## config.mk

```make
export PLATFORM = sky130hd
export DESIGN_NAME = pupil_line_sequencer
export DESIGN_NICKNAME = d
export VERILOG_FILES = /design/src/rtl/pupil_line_sequencer.sv
export SDC_FILE = /design/constraint.sdc
export NUM_CORES = 2
export LEC_CHECK = 0
export ABC_AREA = 1
export CORE_AREA = 2 2 372 374
export DETAILED_ROUTE_END_ITERATION = 10
export DIE_AREA = 0 0 374 376
export PLACE_DENSITY = 0.5
export SLEW_MARGIN = 20
export SYNTH_ARGS = -nofsm -noshare
export SYNTH_HDL_FRONTEND = slang
export SYNTH_SLANG_ARGS = --single-unit
```

## constraint.sdc

```tcl
create_clock -name clock -period 6.28 [get_ports clock]
set_input_delay 0.942 -clock clock [delete_from_list [all_inputs] [get_ports clock]]
set_output_delay 0.942 -clock clock [all_outputs]
set_load 0.05 [all_outputs]
```

## src/rtl/pupil_line_sequencer.sv

```systemverilog
// ============================================================================
// pupil_line_sequencer : fetches one frame-buffer row per detector request
//                        and presents it as a packed line word.
// Revision 1.0
// ============================================================================
`default_nettype none

module pupil_line_sequencer #(
  parameter int MAX_RESOLUTION = 112,
  parameter int ADDR_WIDTH     = 14
) (
  input  logic                        clock,
  input  logic                        reset,
  input  logic                        frame_capture_done,
  output logic                        mem_rd_en,
  output logic [ADDR_WIDTH-1:0]       mem_rd_addr,
  input  logic [7:0]                  mem_rd_data,
  output logic                        frame_start,
  input  logic                        line_req,
  input  logic [7:0]                  line_req_num,
  output logic [MAX_RESOLUTION*8-1:0] line_data,
  output logic                        line_valid,
  output logic                        line_err,
  input  logic                        detect_done,
  output logic                        busy,
  output logic [7:0]                  frames_dropped
);

  localparam logic [2:0] S_IDLE    = 3'd0;
  localparam logic [2:0] S_START   = 3'd1;
  localparam logic [2:0] S_WAIT    = 3'd2;
  localparam logic [2:0] S_FETCH   = 3'd3;
  localparam logic [2:0] S_DRAIN   = 3'd4;
  localparam logic [2:0] S_PRESENT = 3'd5;

  localparam logic [7:0]            LAST_COL   = 8'(MAX_RESOLUTION - 1);
  localparam logic [8:0]            ROW_LIMIT  = 9'(MAX_RESOLUTION);
  localparam logic [ADDR_WIDTH-1:0] ROW_STRIDE = ADDR_WIDTH'(MAX_RESOLUTION);

  logic [2:0]            state;
  logic [2:0]            next_state;
  logic [7:0]            col;
  logic [7:0]            col_d;
  logic                  rd_en_d;
  logic [ADDR_WIDTH-1:0] row_base;
  logic [ADDR_WIDTH-1:0] req_base;
  logic                  row_in_range;
  logic                  start_fetch;

  logic                  rd_en_nxt;
  logic [ADDR_WIDTH-1:0] addr_nxt;
  logic                  start_nxt;
  logic                  valid_nxt;
  logic                  err_nxt;
  logic                  busy_nxt;

  always_ff @(posedge clock) begin
    if (reset) begin
      state <= S_IDLE;
    end else begin
      state <= next_state;
    end
  end

  always_comb begin
    row_in_range = ({1'b0, line_req_num} < ROW_LIMIT);
    req_base     = ADDR_WIDTH'(line_req_num) * ROW_STRIDE;
    next_state   = state;
    case (state)
      S_IDLE:    if (frame_capture_done) next_state = S_START;
      S_START:   next_state = S_WAIT;
      // detect_done wins over a request arriving in the same cycle
      S_WAIT: begin
        if (detect_done)                  next_state = S_IDLE;
        else if (line_req && row_in_range) next_state = S_FETCH;
      end
      S_FETCH:   if (col == LAST_COL) next_state = S_DRAIN;
      S_DRAIN:   next_state = S_PRESENT;
      S_PRESENT: next_state = S_WAIT;
      default:   next_state = S_IDLE;
    endcase
  end

  // Outputs are computed one cycle early here and registered below.
  always_comb begin
    start_fetch = (state == S_WAIT) && (next_state == S_FETCH);
    rd_en_nxt   = 1'b0;
    addr_nxt    = '0;
    start_nxt   = (next_state == S_START);
    valid_nxt   = (next_state == S_PRESENT);
    busy_nxt    = (next_state != S_IDLE);
    err_nxt     = (state == S_WAIT) && !detect_done && line_req && !row_in_range;
    if (start_fetch) begin
      rd_en_nxt = 1'b1;
      addr_nxt  = req_base;
    end else if ((state == S_FETCH) && (col != LAST_COL)) begin
      rd_en_nxt = 1'b1;
      addr_nxt  = row_base + ADDR_WIDTH'(col + 8'd1);
    end
  end

  always_ff @(posedge clock) begin
    if (reset) begin
      mem_rd_en   <= 1'b0;
      mem_rd_addr <= '0;
      frame_start <= 1'b0;
      line_valid  <= 1'b0;
      line_err    <= 1'b0;
      busy        <= 1'b0;
    end else begin
      mem_rd_en   <= rd_en_nxt;
      mem_rd_addr <= addr_nxt;
      frame_start <= start_nxt;
      line_valid  <= valid_nxt;
      line_err    <= err_nxt;
      busy        <= busy_nxt;
    end
  end

  always_ff @(posedge clock) begin
    if (reset) begin
      col      <= '0;
      col_d    <= '0;
      rd_en_d  <= 1'b0;
      row_base <= '0;
    end else begin
      col_d   <= col;
      rd_en_d <= mem_rd_en;
      if (start_fetch) begin
        col      <= '0;
        row_base <= req_base;
      end else if (state == S_FETCH) begin
        col <= col + 8'd1;
      end
    end
  end

  // Read data lags the strobe by one cycle, so capture uses the delayed column.
  always_ff @(posedge clock) begin
    if (reset) begin
      line_data <= '0;
    end else if (rd_en_d) begin
      line_data[{col_d, 3'b000} +: 8] <= mem_rd_data;
    end
  end

  always_ff @(posedge clock) begin
    if (reset) begin
      frames_dropped <= '0;
    end else if (frame_capture_done && (state != S_IDLE) && (frames_dropped != 8'hFF)) begin
      frames_dropped <= frames_dropped + 8'd1;
    end
  end

endmodule

`default_nettype wire

```

==> metrics.cfg <==
[run_status]
status = finished clean

[critical_path]
startpoint = col_d[0]$_SDFF_PP0_
path_class = register to register
cp-endpoint = line_data[535]$_SDFFE_PP0P_
r2r-end = line_data[535]$_SDFFE_PP0P_
required_ns = 6.87
r2r_cells = 10
arrival_ns = 5.26
rrSetupSlack_ns = 1.61
r2r-start = col_d[0]$_SDFF_PP0_
critPathMaxFanout = 29
critPathCaptureType = register
startpoint_type = register

[synth]
ys_seq_area_frac = 0.478
netlist_area_sq_um = 39900
synth_top_cell_by_area = dfxtp_1
postSynthCellCount = 5932
netlist.area_leader.share = 0.478
yosysWarnings = 0
synthFlopType = dfxtp_1
synth_nets = 5979
synth_area_leaders = dfxtp_1, nor2_1, nand2_1
ys_ff_latch = 953
async_flop_share = 0
ys_types = 40
avgSynthCellArea_sq_um = 6.73
synth_edf_count = 0

[global_routing]
grt_pass1_vias = 38163
grt_pass1_wl_um = 284000
antenna_found_initial = 8
grt_max_degree = 211
gr-total-overflow = 0
grtUsageTotal = 0.278

[layout]
layout_commonest_cell = nor2_1
fin_area_sq_um = 54500
most-common-layout-cells = nor2_1, nand2_1, dfxtp_1
drive_above_1_share = 0.0461
final_nets = 6796
instances_no_fill = 8631
area_delta_synth_final_pct = 36.7

[clock_tree]
tritoncts = yes
htreeDepth = 3
post_cts_buffers = 0
holdBufCountCts = 0
cts_buffer_depth = 3
clock_latency_ns = 0.72
numCtsBuffers = 108
cts_resized = 0
cts_root_buf = clkbuf_16
path_clk_slew_ns = 0.06
clkSinkCount = 953

[power]
intPower_w = 0.00998
clkPwrFrac = 0.506
p_total_w = 0.0130
switching_share = 0.233
ir_drop_v = 0.000209
powerDensity_nw_per_um2 = 238
power_frac_seq = 0.466
p_comb_frac = 0.028
p_leak_nw = 23.7
switchingPower_w = 0.00303

[worst_hold_path]
min_path_type = register to register

[floorplanning]
core_area_sq_um = 137000
fp-row-count = 136
floorplan.initialDensity = 0.292
die_w_um = 374
ios = 944
die_area_sq_um = 141000
die_y_um = 376

[routing]
drc = 0
drt-total-wl_um = 204000
viasPerCell = 4.73
first_iter_violations = 3785
firstDrtPassIters = 5
routedWlPerCell_um = 23.6
ant_nets = 0
vias = 40830

[timing]
drv_slew = 0
max_slew_margin = 0.217
period_share = 0.743
finalWorstPathRequiredPeriod_ns = 4.67
tightest_slew_ns = 1.17
clock.fmax_mhz = 214
rsz0062_at_grt = false
setup-tns-final_ns = 0
skew_ns = 0.0260
setup_viol = 0
finalHoldViolCount = 0

[placed_design]
port_buffers = 943
place_congestion = 0.901
hpwl_um = 155000
place_area_sq_um = 50900
place_inst = 8433

[flow_run]
drv_cap = 0

[power by group through the flow]
stage | sequential (W) | clock (W) | combinational [W]
6_report | 0.00606 | 0.00658 | 0.000369
5_1_grt | 0.00605 | 0.00694 | 0.000408
4_1_cts | 0.00606 | 0.00671 | 0.000368
3_5_place_dp | 0.00619 | 0 | 0.000367
3_3_place_gp | 0.00619 | 0 | 0.000366
2_1_floorplan | 0.00620 | 0 | 0.000228
[sequential cells by signal (all words and copies together) (netlist names)]
name and count:
line_err 1, row_base 10, mem_rd_en 1, col_d 8
frames_dropped 8, busy 1, mem_rd_addr 14, state 3
line_data 896, frame_start 1, line_valid 1, col 8
rd_en_d 1
[per-stage QoR]
stage | hold WS (ns) | util | worst slack [ns]
floorplan | 0.432 | - | 3.37
global placement | 0.449 | 0.372 | 1.86
detailed placement | 0.457 | 0.372 | 1.68
CTS | 0.465 | 0.399 | 1.67
global route | 0.479 | 0.399 | 1.26
finish | 0.467 | 0.399 | 1.61
[area by class of cell]
type	count	area [sq um]
fill	14421	82100
clock buffer	151	3080
clock inverter	44	556
inverter	671	2530
multi-input combinational	4021	17200
tap	1794	2240
timing repair buffer	994	9880
sequential	953	19100
antenna	3	7.51
[synthesized netlist by cell type, types with 2 or more instances]
cell type  instances
nor3_1            70
nand3b_1           2
o21a_1             4
nor3_4             2
nor4_1             6
nand4_1           97
buf_2            112
a211oi_1           3
clkbuf_1         131
nor2_4             3
fa_1               8
clkinv_1           4
o22ai_1            5
nor2_1          1758
xnor2_1            4
o21ai_0          501
buf_4              8
nand2_1         1174
nand2_2            9
and3_1             2
a31oi_1            4
nor2_2            22
buf_1             36
dfxtp_1          953
inv_1            637
xor2_1            10
nand3_1          119
ha_1              18
a21oi_1          187
inv_2             30
nand3_2            4
[per-layer routing]
metal / track usage / wire length, um / share of wire
met5: 0 / 0 / 0
met4: 0.107 / 7760 / 0.038
met3: 0.0844 / 17100 / 0.084
met2: 0.472 / 97100 / 0.48
met1: 0.329 / 82100 / 0.40
[how the worst min path moves through the flow]
stage,to,start,depth (start not counted)
2_1_floorplan,row_base[4]$_SDFFE_PP0P_,row_base[4]$_SDFFE_PP0P_,2
3_3_place_gp,line_data[894]$_SDFFE_PP0P_,line_data[894]$_SDFFE_PP0P_,2
3_5_place_dp,line_data[871]$_SDFFE_PP0P_,line_data[871]$_SDFFE_PP0P_,2
4_1_cts,line_data[871]$_SDFFE_PP0P_,line_data[871]$_SDFFE_PP0P_,2
5_1_grt,line_data[851]$_SDFFE_PP0P_,line_data[851]$_SDFFE_PP0P_,2
6_report,line_data[851]$_SDFFE_PP0P_,line_data[851]$_SDFFE_PP0P_,2
[worst max-delay path: stages, from the launching register on]
cell and delay, ns:
dfxtp_1 0.67, inv_2 0.16, ha_1 0.30, nand2_1 0.10, nand2_2 0.33, inv_2 0.48
nand4_1 0.55, nor2_1 0.84, nand4_1 0.74, nor2_1 0.28, nor2_1 0.07
[kinds of logic (layout without fill, tap and decap cells)]
family / after synthesis / in the layout / share of synthesized area
other: 0 / 3 / 0
AO/OA/AOI/OAI: 707 / 707 / 0.0896
AND/OR/NAND/NOR: 3273 / 3273 / 0.325
XOR/XNOR: 15 / 15 / 0.00348
adder cells (fa/ha/maj): 26 / 26 / 0.00966
flip-flops: 953 / 953 / 0.478
buffers and inverters: 958 / 1860 / 0.0944
(Power assumes the default switching activity.)
